**src/rtl/regbank_arbiter.sv**
```systemverilog
// rtl/regbank_arbiter.sv - shared register bank with SPI-priority writes and round-robin local access (optional REGBANK_LOCK_EN)
module regbank_arbiter #(
    parameter int NUM_REGS = 8,
    parameter int WIDTH    = 8,
    parameter int NUM_REQ  = 2,
    localparam int ADDR_W  = $clog2(NUM_REGS)
) (
    input  logic                        clk,
    input  logic                        rst,
    input  logic                        ena,
    input  logic [ADDR_W-1:0]           spi_addr,
    input  logic [WIDTH-1:0]            spi_wdata,
    input  logic                        spi_wr_vld,
    output logic [WIDTH-1:0]            spi_rdata,
    input  logic [NUM_REQ-1:0]          req,
    input  logic [NUM_REQ-1:0]          we,
    input  logic [NUM_REQ*ADDR_W-1:0]   addr,
    input  logic [NUM_REQ*WIDTH-1:0]    wdata,
    output logic [NUM_REQ-1:0]          gnt,
    output logic [WIDTH-1:0]            rdata,
    output logic                        busy,
    output logic [NUM_REGS*WIDTH-1:0]   config_regs
);

    localparam int PTR_W = (NUM_REQ > 1) ? $clog2(NUM_REQ) : 1;

    typedef enum logic [1:0] {
        IDLE   = 2'd0,
        ACCESS = 2'd1,
        DONE   = 2'd2
    } state_t;

    state_t state, next_state;

    logic [WIDTH-1:0]   mem [NUM_REGS];
    logic [PTR_W-1:0]   ptr;
    logic [PTR_W-1:0]   sel;
    logic [PTR_W-1:0]   pick;
    logic [PTR_W-1:0]   ptr_next;
    logic [NUM_REQ-1:0] sel_onehot;
    logic [ADDR_W-1:0]  sel_addr;
    logic [WIDTH-1:0]   sel_wdata;
    logic               sel_we;
    logic               start;
    logic               do_access;
    logic               lock;

`ifdef REGBANK_LOCK_EN
    assign lock = mem[0][WIDTH-1];
`else
    assign lock = 1'b0;
`endif

    // Round-robin pick: first requester with req high, starting at ptr and wrapping.
    always_comb begin
        logic             found;
        logic [PTR_W-1:0] cand;
        found = 1'b0;
        pick  = '0;
        cand  = '0;
        for (int i = 0; i < NUM_REQ; i++) begin
            cand = PTR_W'((int'(ptr) + i) % NUM_REQ);
            if (!found && req[cand]) begin
                found = 1'b1;
                pick  = cand;
            end
        end
    end

    // Decode the latched requester's fields and the pointer that follows it.
    always_comb begin
        sel_onehot      = '0;
        sel_onehot[sel] = 1'b1;
        sel_addr        = addr[int'(sel)*ADDR_W +: ADDR_W];
        sel_wdata       = wdata[int'(sel)*WIDTH +: WIDTH];
        sel_we          = we[sel];
        ptr_next        = (int'(sel) == NUM_REQ - 1) ? '0 : PTR_W'(int'(sel) + 1);
    end

    // Next-state logic; an SPI strobe blocks a new start and stalls an access in flight.
    always_comb begin
        next_state = state;
        start      = 1'b0;
        do_access  = 1'b0;
        case (state)
            IDLE: begin
                if (ena && |req && !spi_wr_vld) begin
                    start      = 1'b1;
                    next_state = ACCESS;
                end
            end
            ACCESS: begin
                if (!spi_wr_vld) begin
                    do_access  = 1'b1;
                    next_state = DONE;
                end
            end
            DONE:    next_state = IDLE;
            default: next_state = IDLE;
        endcase
    end

    // State register.
    always_ff @(posedge clk) begin
        if (rst) begin
            state <= IDLE;
        end else begin
            state <= next_state;
        end
    end

    // Storage, handshake outputs and arbitration pointer.
    always_ff @(posedge clk) begin
        if (rst) begin
            for (int k = 0; k < NUM_REGS; k++) begin
                mem[k] <= '0;
            end
            rdata <= '0;
            gnt   <= '0;
            busy  <= 1'b0;
            ptr   <= '0;
            sel   <= '0;
        end else begin
            busy <= (next_state != IDLE);
            if (ena && spi_wr_vld) begin
                mem[spi_addr] <= spi_wdata;
            end
            if (start) begin
                sel <= pick;
            end
            if (do_access) begin
                if (sel_we) begin
                    if (!lock) begin
                        mem[sel_addr] <= sel_wdata;
                    end
                end else begin
                    rdata <= mem[sel_addr];
                end
                gnt <= sel_onehot;
                ptr <= ptr_next;
            end
            if (state == DONE) begin
                gnt <= '0;
            end
        end
    end

    // SPI read-back is a plain mux with no latency.
    assign spi_rdata = mem[spi_addr];

    // Flatten storage into the config vector.
    for (genvar g = 0; g < NUM_REGS; g++) begin : g_cfg
        assign config_regs[g*WIDTH +: WIDTH] = mem[g];
    end

endmodule

```
**config.mk**
```make
export PLATFORM = sky130hd
export DESIGN_NAME = regbank_arbiter
export DESIGN_NICKNAME = d
export VERILOG_FILES = /design/src/rtl/regbank_arbiter.sv
export SDC_FILE = /design/constraint.sdc
export NUM_CORES = 1
export LEC_CHECK = 0
export ABC_CLOCK_PERIOD_IN_PS = 2700
export BUFFER_PORTS_ARGS = -buffer_cell sky130_fd_sc_hd__buf_2
export CAP_MARGIN = 10
export CORE_ASPECT_RATIO = 0.8
export CORE_MARGIN = 8
export CORE_UTILIZATION = 52
export CTS_CLUSTER_DIAMETER = 60
export DETAILED_ROUTE_END_ITERATION = 10
export PLACE_DENSITY = 0.88
export SYNTH_ARGS = -nofsm -noshare
export SYNTH_HDL_FRONTEND = slang
export SYNTH_SLANG_ARGS = --single-unit
export TNS_END_PERCENT = 30
```
**constraint.sdc**
```tcl
create_clock -name clk -period 2.7 [get_ports clk]
set_input_delay 0.54 -clock clk [delete_from_list [all_inputs] [get_ports clk]]
set_output_delay 0.54 -clock clk [all_outputs]
set_load 0.005 [all_outputs]
```
Word-level counts from Yosys, hierarchy flattened

Memories as Yosys holds them, arrays and structs flattened. A register that Yosys moved wholly into a read port is not among the register bits.
Cells that the tools add are included.

Register bits after elaboration: 7
Bits in writable memories: 64
Output and inout port bits: 83
Memories kept: 1

Add/sub/neg operators: 2
Multiply operators: 1
$lt $le $gt $ge: 4
Eq/ne operators: 2
Shifts and indexed selects: 2
Mux-type cells: 34
Bitwise logic cells: 1
Reduce and logical (&&, ||, !) cells: 14

Memories:

| name | words | bits a word | read ports | clocked after Yosys merged registers in | wr ports | RTL line | RTL |
|---|---|---|---|---|---|---|---|
| mem  | 8     | 8           | 10         | 1                                       | 8        | 35       | `logic [WIDTH-1:0] mem [NUM_REGS];` |

Operators by type and width:

| kind                                                        | number |
|---|---|
| two-way mux 1 bit                                           | 26 |
| two-way mux 8 bit                                           | 2 |
| OR reduction 8 bit                                          | 2 |
| variable part select 16 x 5 -> 8 bit                        | 1 |
| less-than comparator 1 x 2 -> 1 bit (second input constant) | 3 |
| two-way mux 3 bit                                           | 2 |
| variable part select 6 x 4 -> 3 bit                         | 1 |
| logical AND 1 bit                                           | 5 |
| two-way mux 2 bit                                           | 2 |
| one-hot mux 2 bit (2 select lines)                          | 1 |
| OR reduction 2 bit                                          | 2 |
| multiplier 1 x 2 -> 3 bit (second input constant)           | 1 |
| adder 1 bit (second input constant)                         | 2 |
| == test 2 x 1 -> 1 bit (second input constant)              | 1 |
| == test 2 bit (second input constant)                       | 1 |
| logical NOT 1 bit                                           | 2 |
| logical NOT 2 bit                                           | 1 |
| AND reduction 2 bit                                         | 1 |
| nonzero test 2 bit                                          | 1 |
| demux 1 bit (select 1 bit)                                  | 1 |
| >= comparator 1 bit (second input constant)                 | 1 |
| NOT 1 bit                                                   | 1 |

Depth between registers and ports, before layout

Depth after elaboration: 8
Gate-level depth with buffers: 6
Mapped depth without buffers: 4

Worst setup path before layout

Ideal clock, no wire load.

Kind: input port to flip-flop
From: in spi_wr_vld
To: mem mem[0][0] (enable)
Arrival time: 1.996 ns
Data required time: 2.371 ns
Setup slack: 0.375 ns
Stages: 5
Path buffers: 1
Path through: buf_4 > or4b_4 > nor3b_4 > a22oi_2 > nand2_1

RTL lines:

| what               | RTL line | RTL |
|---|---|---|
| start: declaration | 13       | `input logic spi_wr_vld,` |
| end: declaration   | 35       |  |

Worst setup path in the final report

From: in spi_addr[1]
To: out spi_rdata[0]

Longest elaborated chain between the ends: 1

RTL lines:

| what                    | RTL line | RTL |
|---|---|---|
| start: declaration      | 11       | `input logic [ADDR_W-1:0] spi_addr,` |
| memory read (8 x 8 bit) | --       |  |
| end: declaration        | 14       | `output logic [WIDTH-1:0] spi_rdata,` |

No other way between the ends.

==> metrics.cfg <==
[outcome]
status = finished, final reports clean

[sta]
hold_ws_ns = 0.479
finalSetupViolCount = 0
hold_viol = 0
slew_viol_final = 0
slew_headroom = 0.351
worstMarginPinSlew_ns = 0.969
skew_ns = 0.00655
fin_crit_sh = 0.895
max_freq_mhz = 414
rsz0062_at_grt = false
period_minus_slack_ns = 2.42
setup_tns_ns = 0

[detailed_routing]
drtIter0Drc = 326
first_pass_iters = 7
ant_nets = 0
wl_met2_um = 6260
vias_per_cell = 6.10
wl_met1_um = 4920
wirelength_um = 13000
drc = 0
dr_wl_met3_um = 1490
avgRoutedWirePerCell_um = 22.4
top_layer = met4
vias = 3546

[logic_synthesis]
netlist-cell-type-count = 41
synth-seq-cells = 79
synth_edf_count = 64
netlist_area_um2 = 4320
seq_area_frac_synth = 0.515
yosysWarnings = 0
synth_area_leader_cell = edfxtp_1
synth_area_leaders = edfxtp_1, mux4_2, mux2i_1
synth_fp_nets = 375
avgSynthCellArea_um2 = 12.9
syn_inst = 334
netlist.area_leader.share = 0.445
async_flop_share = 0
synth_ff_type = edfxtp_1

[layout]
drive_gt1_frac = 0.452
n_antenna_cell = 0
instances_no_fill = 581
mostFrequentLayoutCells = buf_2, nor2_1, edfxtp_1
nNetsFinal = 509
syn_to_final_growth_pct = 23.0
layout_commonest_cell = buf_2

[setup_path]
reg2reg_depth = 4
r2r_start = state[0]$_SDFF_PP0_
crit_arrival_ns = 1.88
crit_family = multiplexers
cp_slowest_cell = buf_2
crit_top_cell = buf_2
rrSetupSlack_ns = 0.39
crit_buf_inv = 2
crit_path_start_kind = input port
worstPathRequired_ns = 2.16
reg2reg_to = mem[2][3]$_SDFFCE_PN0P_
crit_fanout = 22
worstPathCellList = buf_2, mux4_2, mux2_2, buf_2
critPathKind = input port to output pin
end_kind = output pin
cpPeakStageDelay_ns = 0.47

[clock_tree]
cts_htree_levels = 3
cts_tree = done
cts_root_buf = clkbuf_8
clkTransAtPathRegs_ns = 0.09
cts_buffer_depth = 2
post-cts-setup-buffers = 0
ctsResizeCount = 0
cts_made_buffers = 9
cts_sinks = 79
clk_latency_ns = 0.36
hold_buffers = 0

[flow_run]
cap_violations = 0

[global_routing]
antenna_found_initial = 0
gr-total-overflow = 0
grt_pass1_wl_um = 20300
grt_pass1_vias = 3730
grt_use_total = 0.227
grt_max_degree = 33

[placement]
gp_congestion = 0.896
dp.cells = 565
hpwl_um = 9790
port-buffer-count = 123

[pwr]
peakVddDrop_uv = 222
p_leak_nw = 2.24
p_per_area_nw_per_um2 = 506

[floorplan]
start_util = 0.541
io_pins = 124
die_h_um = 97.5
dieArea_um2 = 11500
rows = 29
core-area_um2 = 7980
die_w_um = 118

[min_path]
hold_end = sel$_SDFFE_PP0P_
min_from = req[1]
hold_class = input port to flip-flop
worstHoldPathCells = 3

==> per-layer routing <==
metal,GRT usage,up-vias
met5,0,-
met4,0.0884,0
met3,0.0714,36
met2,0.371,252
met1,0.273,1695
li1,-,1563
==> final cells by class <==
cell class | count | area [um2]
clock buffers | 9 | 124
flip-flops and latches | 79 | 2220
repair buffers | 140 | 768
clock inverters | 7 | 63.8
fillers | 604 | 2680
multi-input cells | 229 | 1960
inverters | 9 | 33.8
well taps | 108 | 135
==> through the flow <==
| step | area [um2] | setup WS (ns) | total power [mW] | utilization |
|---|---|---|---|---|
| global placement | 5120 | 0.216 | 1.84 | 0.641 |
| finish | 5310 | 0.283 | 2.68 | 0.665 |
| detailed placement | 5120 | 0.182 | 1.86 | 0.641 |
| floorplan | 4320 | 0.375 | 1.67 | - |
| global route | 5310 | 0.242 | 2.78 | 0.665 |
| CTS | 5310 | 0.307 | 2.69 | 0.665 |
==> synth_stat cells (all sizes together) (7+ instances only) <==
master and number:
inv 9, mux2 16, mux4 16, mux2i 43, nand2 21, edfxtp 64
a32oi 7, dfxtp 15, buf 13, nor2 74, o32ai 8, a222oi 8
a32o 8
==> cells by family (layout without fill, tap and decap cells) <==
logic type,count (synthesis),count (layout),share of synthesized area
and+or+nand+nor,111,111,0.117
buffers and inverters,26,165,0.0310
muxes,75,75,0.238
AOI/OAI and AO/OA,43,43,0.100
DFF,79,79,0.515
==> registers in the layout, indices dropped and copies added (netlist names) <==
register	cells
gnt	2
busy	1
rdata	8
sel	1
state	2
mem	64
ptr	1
==> worst max-delay path by stage <==
| stage | startpoint | end | slack (ns) | cells past startpoint |
|---|---|---|---|---|
| floorplan | spi_wr_vld | mem[0][0]$_SDFFCE_PN0P_ | 0.38 | 5 |
| global placement | spi_wr_vld | mem[0][4]$_SDFFCE_PN0P_ | 0.22 | 5 |
| detailed placement | spi_wr_vld | mem[7][5]$_SDFFCE_PN0P_ | 0.18 | 5 |
| CTS | spi_addr[1] | spi_rdata[0] | 0.31 | 4 |
| global route | spi_addr[1] | spi_rdata[2] | 0.24 | 4 |
| finish | spi_addr[1] | spi_rdata[0] | 0.28 | 4 |
==> worst register-to-register path: stages, from the launching register on <==
cell,delay [ns]
dfxtp_1,0.50
or4b_4,0.59
nor3b_4,0.36
a32oi_2,0.12
nand2_1,0.40
==> power breakdown <==
| part | switching, mW | internal, mW | total, mW | leakage, nW |
|---|---|---|---|---|
| Sequential | 0.0459 | 1.36 | 1.41 | 0.771 |
| Combinational | 0.229 | 0.197 | 0.426 | 1.38 |
| Clock | 0.495 | 0.353 | 0.848 | 0.0899 |
No activity file was read; power rests on OpenSTA's default activity.
